## src/rtl/risco5_uart_pkg.sv

```systemverilog
// Shared types and constants for the buffered UART transmitter.
package risco5_uart_pkg;

  typedef enum logic [1:0] {
    IDLE,
    START,
    DATA,
    STOP
  } tx_state_t;

  localparam int UART_DATA_BITS = 8;
  localparam int UART_STOP_BITS = 1;

  // Width of a counter that must hold every value from 0 up to and including depth.
  function automatic int levelWidth(input int depth);
    return $clog2(depth) + 1;
  endfunction

endpackage

```

## src/rtl/uart_tx_fifo.sv

```systemverilog
// Small synchronous byte FIFO with a combinational head output and an explicit fill counter.
module uart_tx_fifo
  import risco5_uart_pkg::*;
#(
  parameter int DEPTH = 4
) (
  input  logic                         clk,
  input  logic                         rst_n,
  input  logic                         push,
  input  logic [7:0]                   wdata,
  input  logic                         pop,
  output logic [7:0]                   rdata,
  output logic [levelWidth(DEPTH)-1:0] level,
  output logic                         full,
  output logic                         empty
);

  localparam int AW = $clog2(DEPTH);
  localparam int LW = levelWidth(DEPTH);

  logic [7:0]    mem_q [DEPTH];
  logic [AW-1:0] wrPtr_q, wrPtr_d;
  logic [AW-1:0] rdPtr_q, rdPtr_d;
  logic [LW-1:0] level_q, level_d;
  logic          doPush;
  logic          doPop;

  assign full   = (level_q == LW'(DEPTH));
  assign empty  = (level_q == '0);
  assign doPush = push & ~full;
  assign doPop  = pop & ~empty;
  assign rdata  = mem_q[rdPtr_q];
  assign level  = level_q;

  // Pointers wrap naturally because DEPTH is a power of two; the level moves only on a lone push or pop.
  always_comb begin
    wrPtr_d = wrPtr_q;
    rdPtr_d = rdPtr_q;
    level_d = level_q;
    if (doPush) wrPtr_d = wrPtr_q + AW'(1);
    if (doPop)  rdPtr_d = rdPtr_q + AW'(1);
    case ({doPush, doPop})
      2'b10:   level_d = level_q + LW'(1);
      2'b01:   level_d = level_q - LW'(1);
      default: level_d = level_q;
    endcase
  end

  // Storage is not reset: a zero level already marks every entry as invalid.
  always_ff @(posedge clk) begin
    if (doPush) mem_q[wrPtr_q] <= wdata;
  end

  // Pointer and level registers, cleared on reset so queued bytes are discarded.
  always_ff @(posedge clk or negedge rst_n) begin
    if (!rst_n) begin
      wrPtr_q <= '0;
      rdPtr_q <= '0;
      level_q <= '0;
    end else begin
      wrPtr_q <= wrPtr_d;
      rdPtr_q <= rdPtr_d;
      level_q <= level_d;
    end
  end

endmodule

```

## src/rtl/uart_tx_buffered.sv

```systemverilog
// 8N1 UART transmitter fed from a small byte FIFO through a valid/ready handshake.
module uart_tx_buffered
  import risco5_uart_pkg::*;
#(
  parameter int CLKS_PER_BIT = 434,
  parameter int FIFO_DEPTH   = 4
) (
  input  logic                          clk,
  input  logic                          rst_n,
  input  logic [7:0]                    tx_data_i,
  input  logic                          tx_valid_i,
  output logic                          tx_ready_o,
  output logic                          tx_o,
  output logic                          busy_o,
  output logic [$clog2(FIFO_DEPTH):0]   fifo_level_o
);

  localparam int              CW        = $clog2(CLKS_PER_BIT);
  localparam logic [CW-1:0]   BAUD_LOAD = CW'(CLKS_PER_BIT - 1);
  localparam logic [2:0]      LAST_BIT  = 3'(UART_DATA_BITS - 1);

  tx_state_t     state_q, state_d;
  logic [CW-1:0] baudCnt_q, baudCnt_d;
  logic [2:0]    bitIdx_q, bitIdx_d;
  logic [7:0]    shift_q, shift_d;
  logic          tx_q, tx_d;
  logic          fifoPop;
  logic [7:0]    fifoData;
  logic          fifoFull;
  logic          fifoEmpty;
  logic          baudDone;

  uart_tx_fifo #(
    .DEPTH (FIFO_DEPTH)
  ) u_fifo (
    .clk   (clk),
    .rst_n (rst_n),
    .push  (tx_valid_i & tx_ready_o),
    .wdata (tx_data_i),
    .pop   (fifoPop),
    .rdata (fifoData),
    .level (fifo_level_o),
    .full  (fifoFull),
    .empty (fifoEmpty)
  );

  assign tx_ready_o = ~fifoFull;
  assign busy_o     = (state_q != IDLE) | ~fifoEmpty;
  assign tx_o       = tx_q;
  assign baudDone   = (baudCnt_q == '0);

  // Frame sequencer: tx_d always carries the line level belonging to the state being entered.
  always_comb begin
    state_d   = state_q;
    baudCnt_d = baudCnt_q;
    bitIdx_d  = bitIdx_q;
    shift_d   = shift_q;
    tx_d      = tx_q;
    fifoPop   = 1'b0;
    case (state_q)
      IDLE: begin
        tx_d = 1'b1;
        if (!fifoEmpty) begin
          fifoPop   = 1'b1;
          shift_d   = fifoData;
          baudCnt_d = BAUD_LOAD;
          state_d   = START;
          tx_d      = 1'b0;
        end
      end
      START: begin
        if (baudDone) begin
          state_d   = DATA;
          bitIdx_d  = '0;
          baudCnt_d = BAUD_LOAD;
          tx_d      = shift_q[0];
        end else begin
          baudCnt_d = baudCnt_q - CW'(1);
        end
      end
      DATA: begin
        if (baudDone) begin
          baudCnt_d = BAUD_LOAD;
          if (bitIdx_q == LAST_BIT) begin
            state_d = STOP;
            tx_d    = 1'b1;
          end else begin
            shift_d  = shift_q >> 1;
            bitIdx_d = bitIdx_q + 3'd1;
            tx_d     = shift_q[1];
          end
        end else begin
          baudCnt_d = baudCnt_q - CW'(1);
        end
      end
      STOP: begin
        if (baudDone) begin
          if (!fifoEmpty) begin
            fifoPop   = 1'b1;
            shift_d   = fifoData;
            baudCnt_d = BAUD_LOAD;
            state_d   = START;
            tx_d      = 1'b0;
          end else begin
            state_d = IDLE;
            tx_d    = 1'b1;
          end
        end else begin
          baudCnt_d = baudCnt_q - CW'(1);
        end
      end
      default: begin
        state_d = IDLE;
        tx_d    = 1'b1;
      end
    endcase
  end

  // Sequencer registers; reset forces the line high at once, truncating any frame.
  always_ff @(posedge clk or negedge rst_n) begin
    if (!rst_n) begin
      state_q   <= IDLE;
      baudCnt_q <= '0;
      bitIdx_q  <= '0;
      shift_q   <= '0;
      tx_q      <= 1'b1;
    end else begin
      state_q   <= state_d;
      baudCnt_q <= baudCnt_d;
      bitIdx_q  <= bitIdx_d;
      shift_q   <= shift_d;
      tx_q      <= tx_d;
    end
  end

endmodule

```

## config.mk

```make
export PLATFORM = sky130hd
export DESIGN_NAME = uart_tx_buffered
export DESIGN_NICKNAME = d
export VERILOG_FILES = /design/src/rtl/risco5_uart_pkg.sv /design/src/rtl/uart_tx_fifo.sv /design/src/rtl/uart_tx_buffered.sv
export SDC_FILE = /design/constraint.sdc
export NUM_CORES = 1
export LEC_CHECK = 0
export ABC_AREA = 1
export BUFFER_PORTS_ARGS = -buffer_cell sky130_fd_sc_hd__buf_2
export CORE_MARGIN = 4
export CORE_UTILIZATION = 60
export DETAILED_ROUTE_END_ITERATION = 7
export PLACE_DENSITY = 0.86
export REMOVE_ABC_BUFFERS = 1
export SYNTH_ARGS = -nofsm -noshare
export SYNTH_HDL_FRONTEND = slang
export SYNTH_SLANG_ARGS = --single-unit
```

## constraint.sdc

```tcl
create_clock -name clk -period 2.5 [get_ports clk]
set_clock_uncertainty 0.05 [all_clocks]
set_input_delay 0.375 -clock clk [delete_from_list [all_inputs] [get_ports clk]]
set_output_delay 0.375 -clock clk [all_outputs]
set_load 0.02 [all_outputs]
```

==> results.toml, run 1 <==
[outcome]
status = "finished clean"

[pwr]
power_mw = 2.76
p_per_area_mw_per_mm2 = 768
p_int_mw = 1.96
comb_power_share_pct = 17.9
swShare_pct = 29.0
clkPwrFrac_pct = 35.4
p_switching_mw = 0.801
peakVddDrop_mv = 0.637
power.leakage_nw = 1.71
pwr-share-seq_pct = 46.7

[die]
initial_core_util_pct = 63.8
row_count = 25
dieHeight_um = 79.8
io_pins = 17
die_w_um = 79.8
core_area_mm2 = 0.00485
die-area_mm2 = 0.00637

[clock_tree]
clk_pin_slew_ns = 0.08
cts_tree = "yes"
clock_sinks = 62
cts_root_buffer = "clkbuf_8"
cts_buffer_depth = 2
clkLatencyLatePin_ns = 0.34
cts-hold-fix-buffers = 0
cts_buffers = 9
cts_max_level = 3

[finish]
mostFrequentLayoutCell = "nand2_1"
area_growth_pct = 16.3
layout_common_cells = "109 x nand2_1, 46 x nand3_1, 32 x inv_1, 32 x edfxtp_1, 29 x dfrtp_1"
multiInputGateArea_mm2 = 0.00126
diodes = 0
final_nets = 401
fillers = 315
drive_gt1_share_pct = 17.8
regArea_mm2 = 0.00171
fin_util_pct = 74.2

[placed_design]
dpl.hpwl_mm = 4.22
dp_slack_ns = 0.0684
port_buffers = 16
gp_congestion = 0.905

[global_routing]
antenna_found_initial = 0
use_met3_pct = 5.19
grt_max_degree = 31
gr-max-usage-layer = "met2"
grt_pass1_wl_mm = 10.8
grtUsageMet2_pct = 36.6
gr-total-overflow = 0
gr-usage-all-layers_pct = 22.3
grt_pass1_vias = 2360
use_met1_pct = 28.3

[sta]
fin_ws_ns = 0.00642
min_period_over_period_pct = 99.7
setup_viol = 0
tightest_slew_ns = 0.692
slew_viol_final = 0
slew_headroom_pct = 53.8
fmax_ghz = 0.401
hold_slack_ns = 0.0174
hold_viol = 0
period_minus_slack_ns = 2.49

[logic_synthesis]
synth_cell_types = 32
syn_inst = 340
yosysWarningCount = 0
avgSynthCellArea_um2 = 9.10
ys_ff_latch = 62
syn-cell-area_mm2 = 0.00310
ys_seq_area_share_pct = 55.3

[route]
vias = 2410
wl_per_cell_um = 14.7
routed_wl_mm = 6.59
viasPerCell = 5.38
drtPass1Iterations = 5
ant_nets = 0
route.detailed.drc = 0
drt_iter0_drc = 218

[worst_setup_path]
arrival_ns = 2.66
required_ns = 2.67
rr_worst_depth = 11
rr_startpoint = "state_q[0]"
crit_type = "reg2reg"
cp-start-kind = "flop"
end_kind = "flop"
crit_fanout = 5
r2r-end = "u_fifo.level[2]"
r2r_slack_ns = 0.006

[hold_path]
hold_path_class = "in2async"

[flow_run]
max-cap-violations = 0
[how the worst max path moves through the flow]
stage	from	endpoint	slack, ns
3_5_place_dp	baudCnt_q[0]	u_fifo.level[2]	0.07
6_report	state_q[0]	u_fifo.level[2]	0.006
3_3_place_gp	baudCnt_q[0]	u_fifo.level[2]	0.18
4_1_cts	baudCnt_q[0]	u_fifo.level[2]	0.0008
2_1_floorplan	state_q[0]	u_fifo.level[2]	0.16
5_1_grt	state_q[0]	u_fifo.level[2]	-0.09
[per-stage QoR]
step	cell area [µm²]	TNS, ns	std cells
6_report	3600	0	448
5_1_grt	3600	-0.0857	448
4_1_cts	3540	0	445
3_5_place_dp	3320	0	429
3_3_place_gp	3320	0	429
2_1_floorplan	3070	0	335
[final cells by class]
cell class	instances	share of cell area [%]
clock buffer	9	3.44
sequential	62	47.6
inverter	37	3.86
tap	67	2.33
multi-input combinational	236	34.9
clock inverter	7	2.71
timing repair buffer	30	5.14
[cell usage after synthesis]
library cell | count | area share [%]
clkbuf_1 | 2 | 0.24
nand2_4 | 2 | 0.73
a211oi_1 | 1 | 0.24
nor2_4 | 1 | 0.36
nand3_1 | 46 | 7.4
o21ai_4 | 1 | 0.53
xor2_1 | 6 | 1.7
nor2_1 | 20 | 2.4
o21ai_1 | 3 | 0.48
xnor2_1 | 2 | 0.57
ha_1 | 13 | 5.3
buf_2 | 3 | 0.48
or2_2 | 2 | 0.40
o211ai_1 | 1 | 0.24
nand4_1 | 1 | 0.20
fa_1 | 1 | 0.65
inv_1 | 34 | 4.1
nor2_2 | 1 | 0.20
o21ai_2 | 1 | 0.28
o32ai_1 | 2 | 0.57
inv_2 | 2 | 0.24
nand3b_1 | 1 | 0.24
a21boi_0 | 1 | 0.24
dfrtp_1 | 29 | 23
edfxtp_1 | 32 | 31
a21oi_1 | 5 | 0.81
nand2_2 | 3 | 0.61
clkinv_1 | 1 | 0.12
a31oi_1 | 1 | 0.20
dfstp_2 | 1 | 0.85
nand2_1 | 111 | 13
o21ai_0 | 10 | 1.6
[state kept, by name (all words and copies together), names as in the netlist]
name and count:
u_fifo.mem_q 32, baudCnt_q 9, shift_q 8, bitIdx_q 3
u_fifo.level 3, state_q 2, u_fifo.rdPtr_q 2, u_fifo.wrPtr_q 2
tx_o 1
[power by group through the flow]
stage | sequential (mW) | combinational, mW | clock [mW]
after floorplan | 1.33 | 0.257 | 0
after global placement | 1.30 | 0.455 | 0
after detailed placement | 1.31 | 0.475 | 0
after CTS | 1.29 | 0.483 | 0.992
after global routing | 1.30 | 0.542 | 1.04
final | 1.29 | 0.494 | 0.978
[critical path, stage by stage, from the launching register on]
cell and delay (ns):
dfrtp_1 0.42, inv_1 0.18, ha_4 0.25, nor2_1 0.23, nand2_2 0.13, inv_1 0.09, ha_1 0.15, inv_1 0.09
fa_2 0.38, a21oi_2 0.16, o21ai_1 0.10, xor2_1 0.15
[layer usage]
layer / vias to the layer above / share of wire (%)
met2: 66 / 50
li1: 1184 / -
met5: - / 0
met3: 8 / 5.1
met1: 1152 / 43
met4: 0 / 1.3
[kinds of logic after synthesis]
logic type / share of synthesized area [%]
AND/OR/NAND/NOR: 26.1
AO/OA/AOI/OAI: 5.21
XOR/XNOR: 2.26
flip-flops: 55.3
buffers and inverters: 5.21
adder cells (fa/ha/maj): 5.90
[what timing repair did]
item,CTS,global route
pin swaps,0,1
setup buffers,0,3
gates resized for setup,2,9
setup endpoints to repair,1,1
Power figures use the tool's default switching activity.
==> run 2, diff against run 1 <==
Settings changed: HOLD_SLACK_MARGIN set to 0.1.
==> run 2 against run 1 <==
Against the previous run:
- clock-buffer cell count unchanged
- fmax about the same
- total power up 0.10%
- combinational power about the same
- critical path depth unchanged
- setup slack better by 0.0017 ns
- first-iteration DRC count down 4.6%
- sequential power about the same
- design area up 0.28%
- cell count up 0.22%
- clock power about the same
- flip-flop and latch count unchanged
- largest cell class unchanged
- largest power group unchanged
==> results.toml, run 2 (synthesized netlist as in run 1, its figures left out) <==
[clock_tree]
cts_max_level = 3
cts_tree = "yes"
clkLatencyLatePin_ns = 0.34
clk_pin_slew_ns = 0.07
cts_buffers = 9
clock_sinks = 62
cts_buffer_depth = 2
cts_root_buffer = "clkbuf_8"

[die]
initial_core_util_pct = 63.8
io_pins = 17
core_area_mm2 = 0.00485
die-area_mm2 = 0.00637
row_count = 25
dieHeight_um = 79.8
die_w_um = 79.8

[sta]
fmax_ghz = 0.401
setup_viol = 0
slew_headroom_pct = 53.9
final.setup.tns_ns = 0
period_minus_slack_ns = 2.49
fin_ws_ns = 0.00812
hold_viol = 0
min_period_over_period_pct = 99.7
slew_viol_final = 0
tightest_slew_ns = 0.691

[route]
drt_iter0_drc = 208
viasPerCell = 5.37
routed_wl_mm = 6.61
ant_nets = 0
vias = 2410
wl_per_cell_um = 14.7
route.detailed.drc = 0
drtPass1Iterations = 5

[pwr]
peakVddDrop_mv = 0.637
p_per_area_mw_per_mm2 = 766
power_mw = 2.77
power.leakage_nw = 1.71

[flow_run]
max-cap-violations = 0

[finish]
final_nets = 402
layout_common_cells = "109 x nand2_1, 46 x nand3_1, 32 x inv_1, 32 x edfxtp_1, 29 x dfrtp_1"
area_growth_pct = 16.6
diodes = 0
largestRegisters = "u_fifo.mem_q: 32 flops, baudCnt_q: 9 flops, shift_q: 8 flops"
largest_reg_flops = 32
mostFrequentLayoutCell = "nand2_1"
layoutNonFillerInstCount = 449
drive_gt1_share_pct = 17.8
fillers = 314
post-route-cell-area_mm2 = 0.00361
top_register = "u_fifo.mem_q"

[global_routing]
antenna_found_initial = 0
gr-total-overflow = 0
gr-usage-all-layers_pct = 22.3
grt_max_degree = 31
grt_pass1_wl_mm = 10.8
grt_pass1_vias = 2360

[outcome]
status = "finished clean"

[worst_setup_path]
required_ns = 2.67
end_kind = "flop"
cp-start-kind = "flop"
crit_fanout = 5
crit_type = "reg2reg"
critPathMaxStageDelay_ns = 0.42
cpMostUsedCell = "inv_1"
arrival_ns = 2.66
rr_worst_depth = 11
path_cells = "inv_1 -> ha_4 -> nor2_1 -> nand2_2 -> inv_1 -> ha_1 -> inv_1 -> fa_2 -> a21oi_2 -> o21ai_1 -> xor2_1"
cp_slowest_cell = "dfrtp_1"

[placed_design]
postPlaceCellArea_mm2 = 0.00332
placed_cells = 429
gp_congestion = 0.905
dp_slack_ns = 0.0684
dpl.hpwl_mm = 4.22
port_buffers = 16

[hold_path]
worstHoldPathCells = 1
hold_path_class = "in2reg"
run 2: cell count changes in the layout (fill, tap and decap cells not counted):
cell / delta
dlygate4sd3_1: +1
run 2: what timing repair did:
action                                  4_1_cts  5_1_grt
hold endpoints to repair                     29        0
pin swaps                                     0        1
gates resized for setup                       2        9
hold buffers                                  1        0
setup buffers                                 0        3
endpoints found under the setup margin        1        1
run 2: final cells by class:
type / count / area (µm²) / area share [%]
Clock buffer: 9 / 124 / 3.43
Clock inverter: 7 / 97.6 / 2.70
Inverter: 37 / 139 / 3.85
Multi-Input combinational cell: 236 / 1260 / 34.8
Sequential cell: 62 / 1710 / 47.5
Tap cell: 67 / 83.8 / 2.32
Timing Repair Buffer: 31 / 195 / 5.41
run 2: per-layer routing:
| metal | part of all wire, % | global-route usage (%) |
|---|---|---|
| met5 | 0 | 0 |
| met1 | 43 | 28.3 |
| met3 | 5.1 | 5.19 |
| met4 | 0.95 | 9.80 |
| met2 | 51 | 36.6 |
run 2: worst paths after layout:
check | start | to | slack (ns)
setup / recovery | state_q[0] | u_fifo.level[2] | 0.008
hold reg to reg | shift_q[4] | shift_q[4] | 0.43
hold / removal | tx_data_i[6] | u_fifo.mem_q[3][6] | 0.20
setup reg to reg | state_q[0] | u_fifo.level[2] | 0.008
max in group asynchronous | rst_n | baudCnt_q[1] | 1.40
min in group asynchronous | rst_n | baudCnt_q[8] | 0.55
run 2: worst max-delay path: cells and delay by family, from the launching register on:
kind            cells  cell delay [ns]
fa+ha+maj           3             0.78
compound gates      2             0.26
simple gates        2             0.36
xor+xnor            1             0.15
buf+inv             3             0.36
flops               1             0.42
run 2: metrics by stage:
step	hold WS, ns	util (%)
after global placement	0.397	68.5
final	0.201	74.5
after CTS	0.179	73.3
after floorplan	0.0294	-
after detailed placement	0.404	68.5
after global routing	0.181	74.5
run 2: where the power goes:
group | switching [mW] | internal [mW]
registers | 0.0598 | 1.23
clock network | 0.414 | 0.564
logic | 0.329 | 0.168
==> run 3, diff against run 2 <==
Settings changed: RECOVER_POWER set to 25, SKIP_LAST_GASP set to 1.
==> run 3 against run 2 <==
Against the previous run:
- fmax shrank 0.24%
- clock power is essentially flat
- combinational power decreased by 0.8%
- first-iteration DRC count fell by 2.4%
- utilization is 0.21 points lower
- die area did not move
- critical path depth unchanged
- global-route usage unchanged
- register-to-register slack about the same
- routed wire length shrank 0.39%
- cell count is the same
- sequential share of layout area grew 0.13 points
- critical path type unchanged
- critical endpoint unchanged
- largest power group unchanged
==> results.toml, run 3 (synthesized netlist as in run 1, its figures left out) <==
[outcome]
status = "finished clean"

[clock_tree]
clock_sinks = 62
cts_buffer_depth = 2
cts_tree = "yes"
cts_root_buffer = "clkbuf_8"
cts_buffers = 9
clkLatencyLatePin_ns = 0.34
clk_pin_slew_ns = 0.07
cts_max_level = 3

[route]
top_layer_used = "met4"
route.met2.wl_mm = 3.37
drt_iter0_drc = 203
wl_met3_um = 273
drtPass1Iterations = 5
routed_wl_mm = 6.58
viasPerCell = 5.33
drt-met1-wl_mm = 2.87
ant_nets = 0
wl_per_cell_um = 14.7
vias = 2392
route.detailed.drc = 0

[worst_setup_path]
critPathTopFamily = "adder cells"
cp-start-kind = "flop"
path_cells = "inv_1 -> ha_4 -> nor2_1 -> nand2_2 -> inv_1 -> ha_1 -> inv_1 -> fa_2 -> a21oi_2 -> o21ai_1 -> xor2_1"
crit_fanout = 5
cpMostUsedCell = "inv_1"
arrival_ns = 2.67
crit_type = "reg2reg"
cp-startpoint = "state_q[0]"
rr_startpoint = "state_q[0]"
critPathMaxStageDelay_ns = 0.42
cp_slowest_cell = "dfrtp_1"
required_ns = 2.67
critPathBufInv = 3
end_kind = "flop"

[finish]
top_register = "u_fifo.mem_q"
drive_gt1_share_pct = 15.7
fillers = 317
final_nets = 402
diodes = 0
multiInputGateArea_mm2 = 0.00126
largestRegisters = "u_fifo.mem_q: 32 flops, baudCnt_q: 9 flops, shift_q: 8 flops"
area_growth_pct = 16.3
layout_common_cells = "109 x nand2_1, 46 x nand3_1, 32 x inv_1, 32 x edfxtp_1, 29 x dfrtp_1"
regArea_mm2 = 0.00171
mostFrequentLayoutCell = "nand2_1"
layoutNonFillerInstCount = 449
largest_reg_flops = 32

[die]
die-area_mm2 = 0.00637
core_area_mm2 = 0.00485
die_w_um = 79.8
io_pins = 17
dieHeight_um = 79.8
initial_core_util_pct = 63.8
row_count = 25

[global_routing]
antenna_found_initial = 0
grt_pass1_wl_mm = 10.8
gr-total-overflow = 0
grt_max_degree = 31
grt_pass1_vias = 2360
gr-usage-all-layers_pct = 22.3

[sta]
setup_viol = 0
hold_viol = 0
fmax_ghz = 0.400
tightest_slew_ns = 0.691
fin_ws_ns = 0.00224
period_minus_slack_ns = 2.50
min_period_over_period_pct = 99.9
hold_slack_ns = 0.239
slew_viol_final = 0
slew_headroom_pct = 53.9

[placed_design]
placed_cells = 429
port_buffers = 16
gp_congestion = 0.905
dp_slack_ns = 0.0684
dpl.hpwl_mm = 4.22

[hold_path]
hp-start = "tx_data_i[6]"
hold_path_class = "in2reg"

[pwr]
power.leakage_nw = 1.69
p_per_area_mw_per_mm2 = 768
peakVddDrop_mv = 0.636

[flow_run]
max-cap-violations = 0
run 3: worst register-to-register path, stage by stage, from the launching register on:
cell     delay [ns]
dfrtp_1        0.42
inv_1          0.18
ha_4           0.25
nor2_1         0.23
nand2_2        0.13
inv_1          0.09
ha_1           0.15
inv_1          0.09
fa_2           0.38
a21oi_2        0.16
o21ai_1        0.10
xor2_1         0.15
run 3: what timing repair did:
item                                   in CTS  in global routing
buffers inserted                            0                  3
setup endpoints to repair                   1                  1
hold buffers                                1                  0
endpoints found under the hold margin      29                  0
gates resized for setup                     2                  9
pin swaps                                   0                  1
run 3: layer usage:
| layer | vias to the layer above | track usage [%] |
|---|---|---|
| met5 | - | 0 |
| met4 | 0 | 9.80 |
| met3 | 6 | 5.19 |
| met2 | 56 | 36.6 |
| met1 | 1147 | 28.3 |
| li1 | 1183 | - |
run 3: worst paths after layout:
| path | cells past startpoint | end | slack [ns] |
|---|---|---|---|
| hold reg to reg | 2 | shift_q[4] | 0.43 |
| setup / recovery | 11 | u_fifo.level[2] | 0.002 |
| setup reg to reg | 11 | u_fifo.level[2] | 0.002 |
| min in group asynchronous | 2 | baudCnt_q[8] | 0.55 |
| hold / removal | 1 | u_fifo.mem_q[2][6] | 0.24 |
| max in group asynchronous | 2 | baudCnt_q[1] | 1.40 |
run 3: stage by stage:
step | util, % | instance area, µm² | setup TNS, ns | power (mW)
6_report | 74.2 | 3600 | 0 | 2.76
5_1_grt | 74.2 | 3600 | -0.0857 | 2.88
4_1_cts | 73.3 | 3550 | 0 | 2.76
3_5_place_dp | 68.5 | 3320 | 0 | 1.78
3_3_place_gp | 68.5 | 3320 | 0 | 1.76
2_1_floorplan | - | 3070 | 0 | 1.59
run 3: layout make-up:
cell class | instances | area share [%]
clock inverter | 7 | 2.71
inverter | 37 | 3.86
clock buffer | 9 | 3.44
sequential | 62 | 47.6
timing repair buffer | 31 | 5.14
tap | 67 | 2.33
multi-input combinational | 236 | 34.9
run 3: where the power goes:
part           total (mW)  internal [mW]  leakage [nW]  switching (mW)
combinational       0.493          0.166         0.930           0.327
sequential           1.29           1.23         0.653          0.0596
clock               0.979          0.564         0.106           0.415
